### src/rtl/ram_seq_ctrl.sv
// Request/response sequencer for an asynchronous 8-bit RAM.
// All RAM-side lines come straight from flops so setup/strobe/hold edges stay glitch-free.
module ram_seq_ctrl #(
    parameter int ADDR_W = 8,
    parameter int DATA_W = 8,
    parameter int DEPTH  = 11
) (
    input  logic              clk,
    input  logic              rst_n,
    input  logic              req_valid,
    output logic              req_ready,
    input  logic [1:0]        req_op,
    input  logic [ADDR_W-1:0] req_addr,
    input  logic [ADDR_W-1:0] req_len,
    input  logic [DATA_W-1:0] req_data,
    output logic              rsp_valid,
    output logic [DATA_W-1:0] rsp_data,
    output logic              rsp_err,
    output logic [ADDR_W-1:0] ram_address,
    output logic [DATA_W-1:0] ram_data_in,
    output logic              ram_write_on,
    input  logic [DATA_W-1:0] ram_data_out
);

    // Handshake: a request transfers on the rising edge where req_valid && req_ready;
    // req_ready is high only while idle, and the response is a single-cycle rsp_valid
    // pulse that the consumer cannot stall.

    typedef enum logic [2:0] {
        S_IDLE,
        S_RD,
        S_WR_SETUP,
        S_WR_STROBE,
        S_WR_HOLD,
        S_RESP
    } state_t;

    localparam logic [1:0]        OP_READ  = 2'b00;
    localparam logic [1:0]        OP_WRITE = 2'b01;
    localparam logic [1:0]        OP_FILL  = 2'b10;
    localparam logic [ADDR_W:0]   DEPTH_X  = (ADDR_W+1)'(DEPTH);

    state_t              state_q, state_d;
    logic [ADDR_W-1:0]   addr_q, addr_d;
    logic [DATA_W-1:0]   data_q, data_d;
    logic [ADDR_W-1:0]   cnt_q, cnt_d;
    logic                rd_wait_q, rd_wait_d;
    logic                we_q, we_d;
    logic [DATA_W-1:0]   rsp_data_q, rsp_data_d;
    logic                rsp_err_q, rsp_err_d;
    logic [ADDR_W:0]     fill_end;
    logic                addr_oob;

    always_comb begin
        state_d    = state_q;
        addr_d     = addr_q;
        data_d     = data_q;
        cnt_d      = cnt_q;
        rd_wait_d  = rd_wait_q;
        rsp_data_d = rsp_data_q;
        rsp_err_d  = rsp_err_q;
        fill_end   = {1'b0, req_addr} + {1'b0, req_len};
        addr_oob   = {1'b0, req_addr} >= DEPTH_X;

        unique case (state_q)
            S_IDLE: begin
                if (req_valid) begin
                    addr_d     = req_addr;
                    data_d     = req_data;
                    rsp_data_d = req_data;
                    rsp_err_d  = 1'b0;
                    cnt_d      = '0;
                    state_d    = S_RESP;
                    if (req_op == OP_READ && !addr_oob) begin
                        rd_wait_d = 1'b1;
                        state_d   = S_RD;
                    end else if (req_op == OP_WRITE && !addr_oob) begin
                        state_d = S_WR_SETUP;
                    end else if (req_op == OP_FILL && fill_end <= DEPTH_X) begin
                        // A zero-length fill completes without touching the RAM.
                        if (req_len != '0) begin
                            cnt_d   = req_len - ADDR_W'(1);
                            state_d = S_WR_SETUP;
                        end
                    end else begin
                        rsp_data_d = '0;
                        rsp_err_d  = 1'b1;
                    end
                end
            end
            S_RD: begin
                // First RD cycle lets the RAM settle on the new address; sample on the second.
                if (rd_wait_q) begin
                    rd_wait_d = 1'b0;
                end else begin
                    rsp_data_d = ram_data_out;
                    state_d    = S_RESP;
                end
            end
            S_WR_SETUP:  state_d = S_WR_STROBE;
            S_WR_STROBE: state_d = S_WR_HOLD;
            S_WR_HOLD: begin
                if (cnt_q == '0) begin
                    state_d = S_RESP;
                end else begin
                    cnt_d   = cnt_q - ADDR_W'(1);
                    addr_d  = addr_q + ADDR_W'(1);
                    state_d = S_WR_SETUP;
                end
            end
            S_RESP:  state_d = S_IDLE;
            default: state_d = S_IDLE;
        endcase

        we_d = (state_d == S_WR_STROBE);
    end

    always_ff @(posedge clk or negedge rst_n) begin
        if (!rst_n) begin
            state_q    <= S_IDLE;
            addr_q     <= '0;
            data_q     <= '0;
            cnt_q      <= '0;
            rd_wait_q  <= 1'b0;
            we_q       <= 1'b0;
            rsp_data_q <= '0;
            rsp_err_q  <= 1'b0;
        end else begin
            state_q    <= state_d;
            addr_q     <= addr_d;
            data_q     <= data_d;
            cnt_q      <= cnt_d;
            rd_wait_q  <= rd_wait_d;
            we_q       <= we_d;
            rsp_data_q <= rsp_data_d;
            rsp_err_q  <= rsp_err_d;
        end
    end

    assign req_ready    = (state_q == S_IDLE);
    assign rsp_valid    = (state_q == S_RESP);
    assign rsp_data     = rsp_data_q;
    assign rsp_err      = rsp_err_q;
    assign ram_address  = addr_q;
    assign ram_data_in  = data_q;
    assign ram_write_on = we_q;

endmodule

### config.mk
export PLATFORM = sky130hd
export DESIGN_NAME = ram_seq_ctrl
export DESIGN_NICKNAME = d
export VERILOG_FILES = /design/src/rtl/ram_seq_ctrl.sv
export SDC_FILE = /design/constraint.sdc
export NUM_CORES = 1
export LEC_CHECK = 0
export BUFFER_PORTS_ARGS = -buffer_cell sky130_fd_sc_hd__buf_2
export CELL_PAD_IN_SITES_DETAIL_PLACEMENT = 0
export CELL_PAD_IN_SITES_GLOBAL_PLACEMENT = 1
export CORE_AREA = 4 4 89 124
export CTS_CLUSTER_DIAMETER = 40
export DETAILED_ROUTE_END_ITERATION = 16
export DIE_AREA = 0 0 93 128
export HOLD_SLACK_MARGIN = 0.12
export MAX_ROUTING_LAYER = met4
export PLACE_DENSITY_LB_ADDON = 0.12
export SKIP_CTS_REPAIR_TIMING = 1
export SLEW_MARGIN = 20
export SYNTH_ARGS = -nofsm -noshare
export SYNTH_HDL_FRONTEND = slang
export SYNTH_SLANG_ARGS = --single-unit
### constraint.sdc
create_clock -name clk -period 2.3 [get_ports clk]
set_input_delay 0.23 -clock clk [delete_from_list [all_inputs] [get_ports clk]]
set_output_delay 0.23 -clock clk [all_outputs]
set_load 0.02 [all_outputs]
# Yosys cells after proc, flatten, opt, wreduce, memory -nomap -nowiden
# Cells that the tools add are included.
[word_totals]
output_inout_bits = 28
elab_cells = 70
regBits = 38
n_memories = 0
latch_bits = 0
input_bits = 37
romBits = 0
ram_bits = 0
[op_classes]
add_sub_neg = 4
bitwise = 0
shift = 0
multipliers = 0
div_mod_pow = 0
mux = 30
magnitude_cmp = 2
eq_ne = 12
reduce_logical = 14
[op_table]
columns = ["cell", "count"]
rows = [
  ["$mux 8", 13],
  ["$pmux 8 s2", 3],
  ["$mux 3", 7],
  ["$sub 8x1->8 const B", 2],
  ["$pmux 3 s5", 1],
  ["$add 8x8->9", 1],
  ["$eq 3x2->1 const B", 3],
  ["$le 9x4->1 const B", 1],
  ["$reduce_and 3->1", 3],
  ["$add 8x1->8 const B", 1],
  ["$ge 8x4->1 const B", 1],
  ["$logic_not 8->1", 1],
  ["$reduce_bool 8->1", 1],
  ["$eq 3x3->1 const B", 2],
  ["$ne 2x2->1 const B", 3],
  ["$mux 1", 5],
  ["$reduce_bool 2->1", 2],
  ["$eq 3x1->1 const B", 1],
  ["$logic_and 1x1->1", 3],
  ["$logic_not 3->1", 1],
  ["$eq 2x1->1 const B", 1],
  ["$eq 2x2->1 const B", 1],
  ["$logic_not 2->1", 1],
  ["$ne 2x1->1 const B", 1],
  ["other kinds (3)", 3],
]

# Logic depth before layout (Yosys ltp)
[depth]
word_depth = 9
depth_mapped = 9
ltp_nobuf = 9

# Worst setup path before layout
# Ideal clock, no wire load.
[synth_path]
path_kind = "input to register"
from = "input req_addr[0]"
to = "register cnt_q[6]"
setup_ns = 0.110
path_buffers = 0
arrival_ns = 2.220
slack_ns = -0.030
cell_stages = 9
t_required_ns = 2.190
path_cell_list = "ha_1 > inv_1 > fa_1 > and3b_4 > o21ai_0 > a221o_1 > a211oi_4 > nand2_2 > o41ai_1"
[synth_via]
elab_chain_cells = 8
elab_cells_between_ends = 12
classes_between = "add/sub: 1; order compare: 2; mux: 5; reduce/logical: 4"
[synth_rtl]
columns = ["item", "line_no", "text"]
rows = [
  ["from (decl)", "13", "input logic [ADDR_W-1:0] req_addr,"],
  ["$add 8x8->9", "62", "fill_end = {1'b0, req_addr} + {1'b0, req_len};"],
  ["$le 9x4->1", "79", "end else if (req_op == OP_FILL && fill_end <= DEPTH_X) begin"],
  ["$logic_and 1x1->1", "79", ""],
  ["$mux 8", "79", ""],
  ["$mux 8", "77", "end else if (req_op == OP_WRITE && !addr_oob) begin"],
  ["$mux 8 (*)", "74", "if (req_op == OP_READ && !addr_oob) begin"],
  ["$mux 8 (*)", "67", "if (req_valid) begin"],
  ["$pmux 8 s2 (*)", "65", "unique case (state_q)"],
  ["to (signal assigned)", "132", "cnt_q <= cnt_d;"],
  ["to (decl)", "46", "logic [ADDR_W-1:0] cnt_q, cnt_d;"],
]
# Every way passes the cells marked *; elsewhere a longest branch is shown, timed or not. The select of a mux whose other input is x is not followed.
# A chain may end at the register's enable or synchronous reset.

# Final worst setup path
[layout_path]
from = "input req_len[0]"
to = "register state_q[0]"
[layout_via]
elab_chain_cells = 8
elab_cells_between_ends = 10
classes_between = "add/sub: 1; order compare: 1; mux: 6; reduce/logical: 2"
[layout_rtl]
columns = ["item", "line_no", "text"]
rows = [
  ["from (decl)", "14", "input logic [ADDR_W-1:0] req_len,"],
  ["$add 8x8->9", "62", ""],
  ["$le 9x4->1", "79", ""],
  ["$logic_and 1x1->1", "79", ""],
  ["$mux 3 (*)", "79", ""],
  ["$mux 3 (*)", "77", ""],
  ["$mux 3 (*)", "74", ""],
  ["$mux 3 (*)", "67", ""],
  ["$pmux 3 s5 (*)", "65", ""],
  ["named net state_d[0]", "43", "state_t state_q, state_d;"],
  ["to (signal assigned)", "129", "state_q <= state_d;"],
  ["to (decl)", "43", ""],
]
# The timed path passes the listed nets; every way through them passes the cells marked *.

==> qor.txt <==
P_leak: 1.65 nW
DRC Markers: 0
CTS sink cnt: 38
Post-synth EDFFs: 0
TNS Setup: 0 ps
CTS tree: yes
CTS H-tree depth: 2
crit-path cells: buf_8 -> ha_4 -> inv_2 -> fa_2 -> and3b_4 -> or3_1 -> a221o_1 -> a211oi_4 -> nand3_1 -> a31o_2
drt total wl: 7810 um
path category of the worst min-delay check: in2reg
Max VDD drop: 0.237 mV
Max-Cap Viols: 0
Final setup viols: 0
total power: 1.67 mW
die width: 93 um
Synth Instances: 280
CP startpoint kind: primary input
P per Cell Area: 487 nW/um^2
ANT cells: 0
syn_area_per_cell: 8.65 um^2
Vert. Die Dim: 128 um
1st-pass router iterations: 4
Root Buffer: clkbuf_16
placed insts: 511
HPWL after DPL: 6310 um
drt via density: 4.75
synthesis-to-layout area growth: 42.0%
post-synthesis compound-gate area fraction: 0.261
row cnt: 43
multiplexer area fraction after synthesis: 0.0124
fraction of final layout cells sized beyond drive strength 1: 0.339
#FFs+latches synth: 38
largest net degree at the start of global routing: 19
adder-cell share of the synthesized area: 0.0703
clk slew on worst S/H paths: 60 ps
Clock Latency Late Sink: 290 ps
Post-Synthesis Net Count: 330
port buffer count: 64
Synth Area in XOR/XNOR: 0.0289
commonest non-fill, non-tap cells in the layout: buf_2 (62), buf_4 (43), dfrtp_1 (38)
WL/cell: 15.0 um
Min Clock Period, post-route: 2240 ps
Crit Path Class: in2reg
CP Capture Type: register
DRT iter0 DRCs: 64
sequential area share after synthesis: 0.393
Max Freq: 445 MHz
synth unique cells: 48
Data arrival, critical path: 2420 ps
Worst path top cell family by delay: compound AO/OA/AOI/OAI gates
Initial Util: 0.245
Critical Path RT: 2470 ps
Hold Vio Cnt, Final: 0
status: finished clean
Core Footprint: 9900 um^2
Final Hold Slack: 176 ps
fraction of the mapped netlist area in simple logic gates: 0.190
fin crit share: 0.976
Worst-Margin Slew: 550 ps
max-slew violation count: 0
fin nets: 436
vias in the first global route: 2,648
Synth Cell Area: 2420 um^2
die area: 11,900 um^2
CP max FO: 4
Clock Skews: 8.01 ps
WP buf/inv: 2
total number of yosys warnings: 0
largest family of logic cells by synthesized area: compound AO/OA/AOI/OAI gates
Top Ports: 65
GRT Total Usage: 0.140
final non-filler cell total: 522
most common cell after layout, fill and taps aside: buf_2
Top FF cell, synth: dfrtp_1
Antenna Nets Post-Route: 0
setup repair after global routing missed its margin: yes
via count: 2,480
total grt overflow: 0
max_slew headroom: 0.633
CTS max path bufs: 2
Largest stage delay, worst path: 370 ps
CTS buffer count: 5
fraction of registers with async set/reset: 1.00
initial antenna violation count: 0
GPL Wtd Cong: 0.785
first-pass GRT wire length: 12,800 um
Crit-path slowest cell: a221o_1
-- Yosys cell counts, types with 4 or more instances --
cell type,count,area [um^2]
nor2_1,17,63.8
nor3b_1,4,30.0
xnor2_1,6,52.6
inv_1,18,67.6
a21o_1,4,30.0
nand2_1,30,113
o22ai_1,7,43.8
a22oi_1,9,67.6
ha_1,12,150
a31oi_1,4,25.0
nand3_1,8,40.0
clkbuf_1,8,30.0
and3_1,4,25.0
nor3_1,6,30.0
a21oi_1,13,65.1
o21ai_0,39,195
dfrtp_1,38,951
-- registers in the layout, summed over array words and instances (netlist names) --
signal	flops
ram_data_in	8
ram_address	8
state_q	3
cnt_q	8
ram_write_on	1
rsp_err	1
rd_wait_q	1
rsp_data	8
-- cell type report --
| cell class | instances | area, um^2 |
|---|---|---|
| clock buffer | 6 | 139 |
| clock inverter | 2 | 12.5 |
| fill | 1102 | 6460 |
| inverter | 18 | 67.6 |
| multi-input combinational | 214 | 1420 |
| sequential | 38 | 951 |
| tap | 135 | 169 |
| timing repair buffer | 109 | 681 |
-- power by group --
part           internal (mW)  leakage [nW]  switching [mW]
Combinational          0.139          1.09           0.145
Sequential             0.676         0.483         0.00315
Clock                  0.429        0.0729           0.281
Total                   1.24          1.65           0.429
-- path summary, 6_finish.rpt --
check | from | end | slack, ps | cells past startpoint
max reg2reg | state_q[0] | cnt_q[7] | 150 | 6
max in group asynchronous | rst_n | state_q[1] | 1320 | 3
max | req_len[0] | state_q[0] | 60 | 10
min reg2reg | ram_data_in[7] | ram_data_in[7] | 470 | 2
min in group asynchronous | rst_n | cnt_q[0] | 420 | 2
min | req_data[7] | ram_data_in[7] | 180 | 3
-- worst reg2reg max path: stages, from the launching register on --
cell and delay [ps]:
dfrtp_1 460, or3b_2 510, a31oi_1 330, or2_4 290
a21oi_1 90, a41oi_1 230, o41ai_2 110
-- per-layer routing --
metal | vias up | wire, um | global-route usage
met2 | 66 | 4160 | 0.258
met3 | 14 | 373 | 0.0252
li1 | 1242 | - | -
met5 | - | 0 | -
met1 | 1158 | 3110 | 0.147
met4 | 0 | 166 | 0.0535
-- cell families after synthesis --
group,count (synthesis)
adder cells (fa/ha/maj),13
flip-flops,38
multiplexers,3
AND/OR/NAND/NOR,91
XOR/XNOR,8
buffers and inverters,28
AO/OA/AOI/OAI,99
-- through the flow --
step / cell area [um^2] / utilization / setup slack, ps
after global routing: 3440 / 0.347 / -27.6
after CTS: 3340 / 0.337 / -84.7
after detailed placement: 3190 / 0.322 / -380
after floorplan: 2420 / - / -30.3
after global placement: 3190 / 0.322 / -281
final: 3440 / 0.347 / 55.2
(Power assumes the default switching activity.)
